[src/rtl/mips_pkg.sv]
// Shared encodings for the multicycle MIPS control path: opcodes, functs,
// FSM states, ALU control codes and datapath mux selects.
package mips_pkg;

    localparam logic [5:0] OP_RTYPE = 6'b000000;
    localparam logic [5:0] OP_LW    = 6'b100011;
    localparam logic [5:0] OP_SW    = 6'b101011;
    localparam logic [5:0] OP_BEQ   = 6'b000100;
    localparam logic [5:0] OP_BNE   = 6'b000101;
    localparam logic [5:0] OP_J     = 6'b000010;
    localparam logic [5:0] OP_ADDI  = 6'b001000;
    localparam logic [5:0] OP_ANDI  = 6'b001100;
    localparam logic [5:0] OP_ORI   = 6'b001101;
    localparam logic [5:0] OP_SLTI  = 6'b001010;

    localparam logic [5:0] FN_ADD = 6'b100000;
    localparam logic [5:0] FN_SUB = 6'b100010;
    localparam logic [5:0] FN_AND = 6'b100100;
    localparam logic [5:0] FN_OR  = 6'b100101;
    localparam logic [5:0] FN_NOR = 6'b100111;
    localparam logic [5:0] FN_SLT = 6'b101010;

    localparam logic [3:0] ALU_AND = 4'b0000;
    localparam logic [3:0] ALU_OR  = 4'b0001;
    localparam logic [3:0] ALU_ADD = 4'b0010;
    localparam logic [3:0] ALU_SUB = 4'b0110;
    localparam logic [3:0] ALU_SLT = 4'b0111;
    localparam logic [3:0] ALU_NOR = 4'b1100;

    localparam logic [1:0] SRCB_REG    = 2'b00;
    localparam logic [1:0] SRCB_FOUR   = 2'b01;
    localparam logic [1:0] SRCB_IMM    = 2'b10;
    localparam logic [1:0] SRCB_BRANCH = 2'b11;

    localparam logic [1:0] PCSRC_ALU    = 2'b00;
    localparam logic [1:0] PCSRC_ALUOUT = 2'b01;
    localparam logic [1:0] PCSRC_JUMP   = 2'b10;

    typedef enum logic [3:0] {
        S_FETCH    = 4'd0,
        S_DECODE   = 4'd1,
        S_MEM_ADDR = 4'd2,
        S_MEM_RD   = 4'd3,
        S_MEM_WB   = 4'd4,
        S_MEM_WR   = 4'd5,
        S_R_EXEC   = 4'd6,
        S_R_WB     = 4'd7,
        S_BRANCH   = 4'd8,
        S_JUMP     = 4'd9,
        S_I_EXEC   = 4'd10,
        S_I_WB     = 4'd11,
        S_TRAP     = 4'd12
    } state_t;

    typedef enum logic [1:0] {
        ALU_MODE_ADD   = 2'd0,
        ALU_MODE_SUB   = 2'd1,
        ALU_MODE_FUNCT = 2'd2,
        ALU_MODE_IMM   = 2'd3
    } alu_mode_t;

    // State entered after DECODE; unknown opcodes trap or fall back to FETCH.
    function automatic state_t decode_target(input logic [5:0] op, input logic trap_en);
        state_t s;
        case (op)
            OP_RTYPE:                            s = S_R_EXEC;
            OP_LW, OP_SW:                        s = S_MEM_ADDR;
            OP_BEQ, OP_BNE:                      s = S_BRANCH;
            OP_J:                                s = S_JUMP;
            OP_ADDI, OP_ANDI, OP_ORI, OP_SLTI:   s = S_I_EXEC;
            default:                             s = trap_en ? S_TRAP : S_FETCH;
        endcase
        return s;
    endfunction

endpackage

[src/rtl/mips_alu_decoder.sv]
// Combinational ALU control: fixed add/sub, or derived from funct (R-type)
// or from opcode (immediate arithmetic/logic).
module mips_alu_decoder
    import mips_pkg::*;
(
    input  alu_mode_t   mode,
    input  logic [5:0]  opcode,
    input  logic [5:0]  funct,
    output logic [3:0]  alu_ctrl
);

    always_comb begin
        alu_ctrl = ALU_ADD;
        case (mode)
            ALU_MODE_ADD: alu_ctrl = ALU_ADD;
            ALU_MODE_SUB: alu_ctrl = ALU_SUB;
            ALU_MODE_FUNCT: begin
                case (funct)
                    FN_ADD:  alu_ctrl = ALU_ADD;
                    FN_SUB:  alu_ctrl = ALU_SUB;
                    FN_AND:  alu_ctrl = ALU_AND;
                    FN_OR:   alu_ctrl = ALU_OR;
                    FN_NOR:  alu_ctrl = ALU_NOR;
                    FN_SLT:  alu_ctrl = ALU_SLT;
                    default: alu_ctrl = ALU_ADD;
                endcase
            end
            ALU_MODE_IMM: begin
                case (opcode)
                    OP_ANDI: alu_ctrl = ALU_AND;
                    OP_ORI:  alu_ctrl = ALU_OR;
                    OP_SLTI: alu_ctrl = ALU_SLT;
                    default: alu_ctrl = ALU_ADD;
                endcase
            end
            default: alu_ctrl = ALU_ADD;
        endcase
    end

endmodule

[src/rtl/mips_mc_control.sv]
// Multicycle MIPS control FSM: sequences fetch/decode/execute/memory/writeback
// and drives every datapath select and write enable, stalling on mem_ready.
module mips_mc_control
    import mips_pkg::*;
#(
    parameter bit ILLEGAL_TRAP = 1'b1
)
(
    input  logic        clk,
    input  logic        reset,
    input  logic [5:0]  opcode,
    input  logic [5:0]  funct,
    input  logic        zero,
    input  logic        mem_ready,
    output logic        pc_write,
    output logic        i_or_d,
    output logic        mem_read,
    output logic        mem_write,
    output logic        ir_write,
    output logic        reg_dst,
    output logic        mem_to_reg,
    output logic        reg_write,
    output logic        alu_src_a,
    output logic [1:0]  alu_src_b,
    output logic [3:0]  alu_ctrl,
    output logic [1:0]  pc_source,
    output logic        illegal,
    output logic [31:0] instr_count,
    output logic [3:0]  state_dbg
);

    state_t      state;
    state_t      state_next;
    alu_mode_t   alu_mode;
    logic        alu_en;
    logic [3:0]  dec_ctrl;
    logic        illegal_q;
    logic [31:0] count_q;

    mips_alu_decoder u_alu_dec (
        .mode     (alu_mode),
        .opcode   (opcode),
        .funct    (funct),
        .alu_ctrl (dec_ctrl)
    );

    always_comb begin
        state_next = state;
        case (state)
            S_FETCH:    if (mem_ready) state_next = S_DECODE;
            S_DECODE:   state_next = decode_target(opcode, ILLEGAL_TRAP);
            S_MEM_ADDR: state_next = (opcode == OP_SW) ? S_MEM_WR : S_MEM_RD;
            S_MEM_RD:   if (mem_ready) state_next = S_MEM_WB;
            S_MEM_WB:   state_next = S_FETCH;
            S_MEM_WR:   if (mem_ready) state_next = S_FETCH;
            S_R_EXEC:   state_next = S_R_WB;
            S_R_WB:     state_next = S_FETCH;
            S_BRANCH:   state_next = S_FETCH;
            S_JUMP:     state_next = S_FETCH;
            S_I_EXEC:   state_next = S_I_WB;
            S_I_WB:     state_next = S_FETCH;
            S_TRAP:     state_next = S_TRAP;
            default:    state_next = S_FETCH;
        endcase
    end

    always_ff @(posedge clk) begin
        if (reset) begin
            state     <= S_FETCH;
            count_q   <= 32'd0;
            illegal_q <= 1'b0;
        end else begin
            state <= state_next;
            if (state == S_FETCH && mem_ready)
                count_q <= count_q + 32'd1;
            if (state_next == S_TRAP)
                illegal_q <= 1'b1;
        end
    end

    always_comb begin
        pc_write   = 1'b0;
        i_or_d     = 1'b0;
        mem_read   = 1'b0;
        mem_write  = 1'b0;
        ir_write   = 1'b0;
        reg_dst    = 1'b0;
        mem_to_reg = 1'b0;
        reg_write  = 1'b0;
        alu_src_a  = 1'b0;
        alu_src_b  = SRCB_REG;
        pc_source  = PCSRC_ALU;
        alu_mode   = ALU_MODE_ADD;
        alu_en     = 1'b0;
        case (state)
            S_FETCH: begin
                mem_read  = 1'b1;
                alu_src_b = SRCB_FOUR;
                alu_en    = 1'b1;
                pc_write  = mem_ready;
                ir_write  = mem_ready;
            end
            S_DECODE: begin
                alu_src_b = SRCB_BRANCH;
                alu_en    = 1'b1;
            end
            S_MEM_ADDR: begin
                alu_src_a = 1'b1;
                alu_src_b = SRCB_IMM;
                alu_en    = 1'b1;
            end
            S_MEM_RD: begin
                mem_read = 1'b1;
                i_or_d   = 1'b1;
            end
            S_MEM_WB: begin
                reg_write  = 1'b1;
                mem_to_reg = 1'b1;
            end
            S_MEM_WR: begin
                mem_write = 1'b1;
                i_or_d    = 1'b1;
            end
            S_R_EXEC: begin
                alu_src_a = 1'b1;
                alu_mode  = ALU_MODE_FUNCT;
                alu_en    = 1'b1;
            end
            S_R_WB: begin
                reg_write = 1'b1;
                reg_dst   = 1'b1;
            end
            S_BRANCH: begin
                alu_src_a = 1'b1;
                alu_mode  = ALU_MODE_SUB;
                alu_en    = 1'b1;
                pc_source = PCSRC_ALUOUT;
                pc_write  = (opcode == OP_BNE) ? ~zero : zero;
            end
            S_JUMP: begin
                pc_source = PCSRC_JUMP;
                pc_write  = 1'b1;
            end
            S_I_EXEC: begin
                alu_src_a = 1'b1;
                alu_src_b = SRCB_IMM;
                alu_mode  = ALU_MODE_IMM;
                alu_en    = 1'b1;
            end
            S_I_WB: begin
                reg_write = 1'b1;
            end
            default: ;
        endcase
        // Reset abandons the instruction in flight: no write or request escapes.
        if (reset) begin
            pc_write  = 1'b0;
            mem_read  = 1'b0;
            mem_write = 1'b0;
            ir_write  = 1'b0;
            reg_write = 1'b0;
        end
    end

    assign alu_ctrl    = alu_en ? dec_ctrl : 4'b0000;
    assign illegal     = illegal_q;
    assign instr_count = count_q;
    assign state_dbg   = state;

endmodule

[config.mk]
export PLATFORM = sky130hd
export DESIGN_NAME = mips_mc_control
export DESIGN_NICKNAME = d
export VERILOG_FILES = /design/src/rtl/mips_pkg.sv /design/src/rtl/mips_alu_decoder.sv /design/src/rtl/mips_mc_control.sv
export SDC_FILE = /design/constraint.sdc
export NUM_CORES = 1
export LEC_CHECK = 0
export BUFFER_PORTS_ARGS = -buffer_cell sky130_fd_sc_hd__buf_4
export CORE_AREA = 2 2 71 73
export DETAILED_ROUTE_END_ITERATION = 8
export DIE_AREA = 0 0 73 75
export PLACE_DENSITY_LB_ADDON = 0.15
export RECOVER_POWER = 100
export SLEW_MARGIN = 20
export SYNTH_ARGS = -nofsm -noshare
export SYNTH_HDL_FRONTEND = slang
export SYNTH_SLANG_ARGS = --single-unit
[constraint.sdc]
create_clock -name clk -period 2.2 [get_ports clk]
set_clock_uncertainty 0.05 [all_clocks]
set_input_delay 0.22 -clock clk [delete_from_list [all_inputs] [get_ports clk]]
set_output_delay 0.22 -clock clk [all_outputs]
set_load 0.005 [all_outputs]
==> impl_metrics.csv <==
group,metric,value,unit
global_route,grt_util_met2,37.6,%
cells_and_area,syn_to_final_growth,29.3,%
critical_path,arrival,2.26,ns
place,routabilityCongestion,0.818,
synthesis,synth_xor_area_share,7.45,%
flow_run,maxCapViolCount,0,
synthesis,synth-compound-area-share,14.9,%
critical_path,crit_path_top_delay_cell,"or4_4",
synthesis,synth_top_area_cell,"dfxtp_1",
drt,dr.pass1.iters,4,
power_and_ir_drop,p_switching,432,µW
drt,routedWlPerCell,13.9,µm
sta,worst_slew_pin_slew,0.413,ns
sta,grt_setup_unrepaired,"true",
synthesis,synth_area_leaders,"dfxtp_1 (31%), nor2_1 (7.8%), xnor2_1 (5.6%)",
hold_path,hold_path.class,"in -> reg",
global_route,grt-busiest-layer,"met2",
critical_path,max_stage_delay,0.57,ns
synthesis,yosysMostFrequentCell,"nor2_1",
floorplanning,die_w,73,µm
synthesis,syn_avg_cell_area,7.47,µm²
sta,finalCriticalPeriod,2.10,ns
synthesis,yosys.area_share.simple,38.9,%
place,placed_cells,428,
drt,num_vias,2494,
global_route,grtUsageTotal,23.0,%
synthesis,yosys_most_used_dff,"dfxtp_1",
global_route,grt_pass1_wl,9960,µm
cells_and_area,fin_nets,400,
global_route,grt_overflow,0,
floorplanning,start_util,50.5,%
drt,drtIter0Drc,168,
sta,timing.final.crit_share,95.3,%
critical_path,path_cells,"or4_4 -> nor4_4 -> nand2_2 -> or4_1 -> a21oi_1",
floorplanning,core_area,4660,µm²
global_route,grt_pass1_vias,2119,
critical_path,cp_data_required_time,2.36,ns
clock_tree,cts_made_buffers,5,
synthesis,synth_edf_count,0,
floorplanning,die_y,75,µm
drt,drc,0,
clock_tree,cts-root-buf,"clkbuf_8",
sta,slew_headroom,72.4,%
critical_path,ff2ff_setup_slack,0.10,ns
power_and_ir_drop,power_frac_seq,45.6,%
global_route,grt_max_degree,41,
critical_path,crit_path_max_fanout,10,
critical_path,cp-endpoint,"instr_count[24]",
floorplanning,rows,25,
synthesis,synth_mux_area_share,1.38,%
critical_path,timing.rr.end,"instr_count[24]",
synthesis,yosysWarnings,0,
drt,avgViaCountPerCell,5.71,
floorplanning,dieArea,5480,µm²
critical_path,critical_path_class,"reg -> reg",
synthesis,synth_top_area_share,31.5,%
power_and_ir_drop,p_leak,0.00116,µW
synthesis,synth-async-reset-ratio,0,%
clock_tree,cts.sinks,37,
synthesis,synthesis.area,2350,µm²
power_and_ir_drop,switching_share,28.1,%
sta,fin_tns_setup,0,ns
power_and_ir_drop,powerDensity,506,nW/µm²
synthesis,yosysSeqAreaShare,31.5,%
sta,fmax,477,MHz
critical_path,reg2regPathDepth,5,
sta,setup_viol,0,
clock_tree,insertion_delay,0.29,ns
synthesis,ys_types,50,
power_and_ir_drop,peakVddDrop,0.000219,V
critical_path,endpoint_kind,"flip-flop",
sta,hold_violations,0,
critical_path,start_kind,"flip-flop",
global_route,grt_util_met1,29.8,%
place,numPortBuffers,69,
clock_tree,cts_buffer_depth,2,
drt,wirelength,6080,µm
synthesis,synth_top_family_by_area,"simple AND/OR/NAND/NOR gates",
place,dp_hpwl,4420,µm
power_and_ir_drop,intPower,1110,µW
synthesis,synthCells,315,
synthesis,synth_fa_ha_area_share,0.532,%
cells_and_area,drive_gt1_share,25.1,%
synthesis,syn-num-nets,332,
critical_path,timing.rr.start,"state_dbg[0]",
sta,slew_violations,0,
outcome,status,"finished, final reports clean",
critical_path,startpoint,"state_dbg[0]",
synthesis,synth_common_cells,"nor2_1 (49), dfxtp_1 (37), a21oi_1 (17)",
floorplanning,pin_count,70,
cells_and_area,diodes,0,
global_route,antenna_found_initial,0,
clock_tree,hold_buffers,0,
power_and_ir_drop,pwr-share-comb,23.7,%
drt,drtAntennaViolNets,0,
global_route,grt_util_met3,5.22,%
synthesis,ys_seq_elements,37,
cells_and_area,final_cell_count_no_fill,437,
power_and_ir_drop,clockPowerShare,30.7,%
clock_tree,cts_tree,"done",
clock_tree,clk_pin_slew,0.07,ns
clock_tree,cts_max_level,2,
[kinds of logic after synthesis]
group | Yosys count
simple gates | 167
compound gates | 56
flops | 37
buf+inv | 31
xor+xnor | 20
mux | 3
fa+ha+maj | 1
[cells in the final DEF, fill, tap and decap left out, drive strengths merged, types with 2 or more instances in the layout]
master,count
a21oi,17
a221o,2
a31oi,4
and2,3
and3,7
and4,2
buf,49
clkbuf,40
dfxtp,37
inv,10
mux2,2
nand2,16
nand2b,8
nand3,13
nand3b,5
nand4,13
nor2,49
nor2b,7
nor3,13
nor3b,2
nor4,8
nor4bb,3
o21a,2
o21ai,14
o31ai,6
o32ai,3
or2,2
or3,7
or4,5
xnor2,15
xor2,5
[flip-flops by register name (all words and copies together) (netlist names)]
| signal | flops |
|---|---|
| illegal | 1 |
| instr_count | 32 |
| state_dbg | 4 |
[power groups by stage]
| stage | clock network (µW) | logic (µW) | registers, µW |
|---|---|---|---|
| floorplan | 0 | 213 | 717 |
| global placement | 0 | 342 | 715 |
| detailed placement | 0 | 346 | 715 |
| CTS | 486 | 351 | 700 |
| global route | 517 | 403 | 701 |
| finish | 473 | 364 | 700 |
[critical path, delay by kind of cell, from the launching register on]
family	cells	cell delay, ns
AOI/OAI and AO/OA	1	0.17
and+or+nand+nor	4	1.50
DFF	1	0.31
[per-stage QoR]
step	power, µW	util, %	area [µm²]	hold slack [ns]	setup slack (ns)
after detailed placement	1060	62.9	2930	0.422	0.0613
after global routing	1620	65.2	3040	0.304	-0.0178
after CTS	1540	64.8	3020	0.289	0.0420
after global placement	1060	62.9	2930	0.427	0.128
final	1540	65.2	3040	0.294	0.104
after floorplan	930	-	2350	0.369	0.154
[repair_timing]
| item | CTS | global route |
|---|---|---|
| gates cloned | 0 | 0 |
| endpoints found under the setup margin | 1 | 3 |
| pin swaps | 0 | 3 |
| resized for setup | 1 | 3 |
| setup buffers | 0 | 2 |
[worst min-delay path by stage]
stage             from  slack (ns)  cells past startpoint         endpoint
4_1_cts          reset        0.29                      2   instr_count[0]
6_report         reset        0.29                      2   instr_count[0]
5_1_grt          reset        0.30                      2   instr_count[0]
2_1_floorplan    reset        0.37                      3  instr_count[18]
3_3_place_gp   illegal        0.43                      1          illegal
3_5_place_dp   illegal        0.42                      1          illegal
[layout make-up]
cell class	count	area (µm²)
fillers	436	1620
multi-input cells	247	1500
repair buffers	82	608
clock buffers	7	86.3
well taps	54	67.6
flip-flops and latches	37	741
inverters	10	37.5
[metal layers]
layer | vias up | wire length (µm)
li1 | 1267 | -
met4 | 0 | 106
met2 | 74 | 2910
met1 | 1144 | 2720
met5 | - | 0
met3 | 9 | 345
No activity file was read; power rests on OpenSTA's default activity.
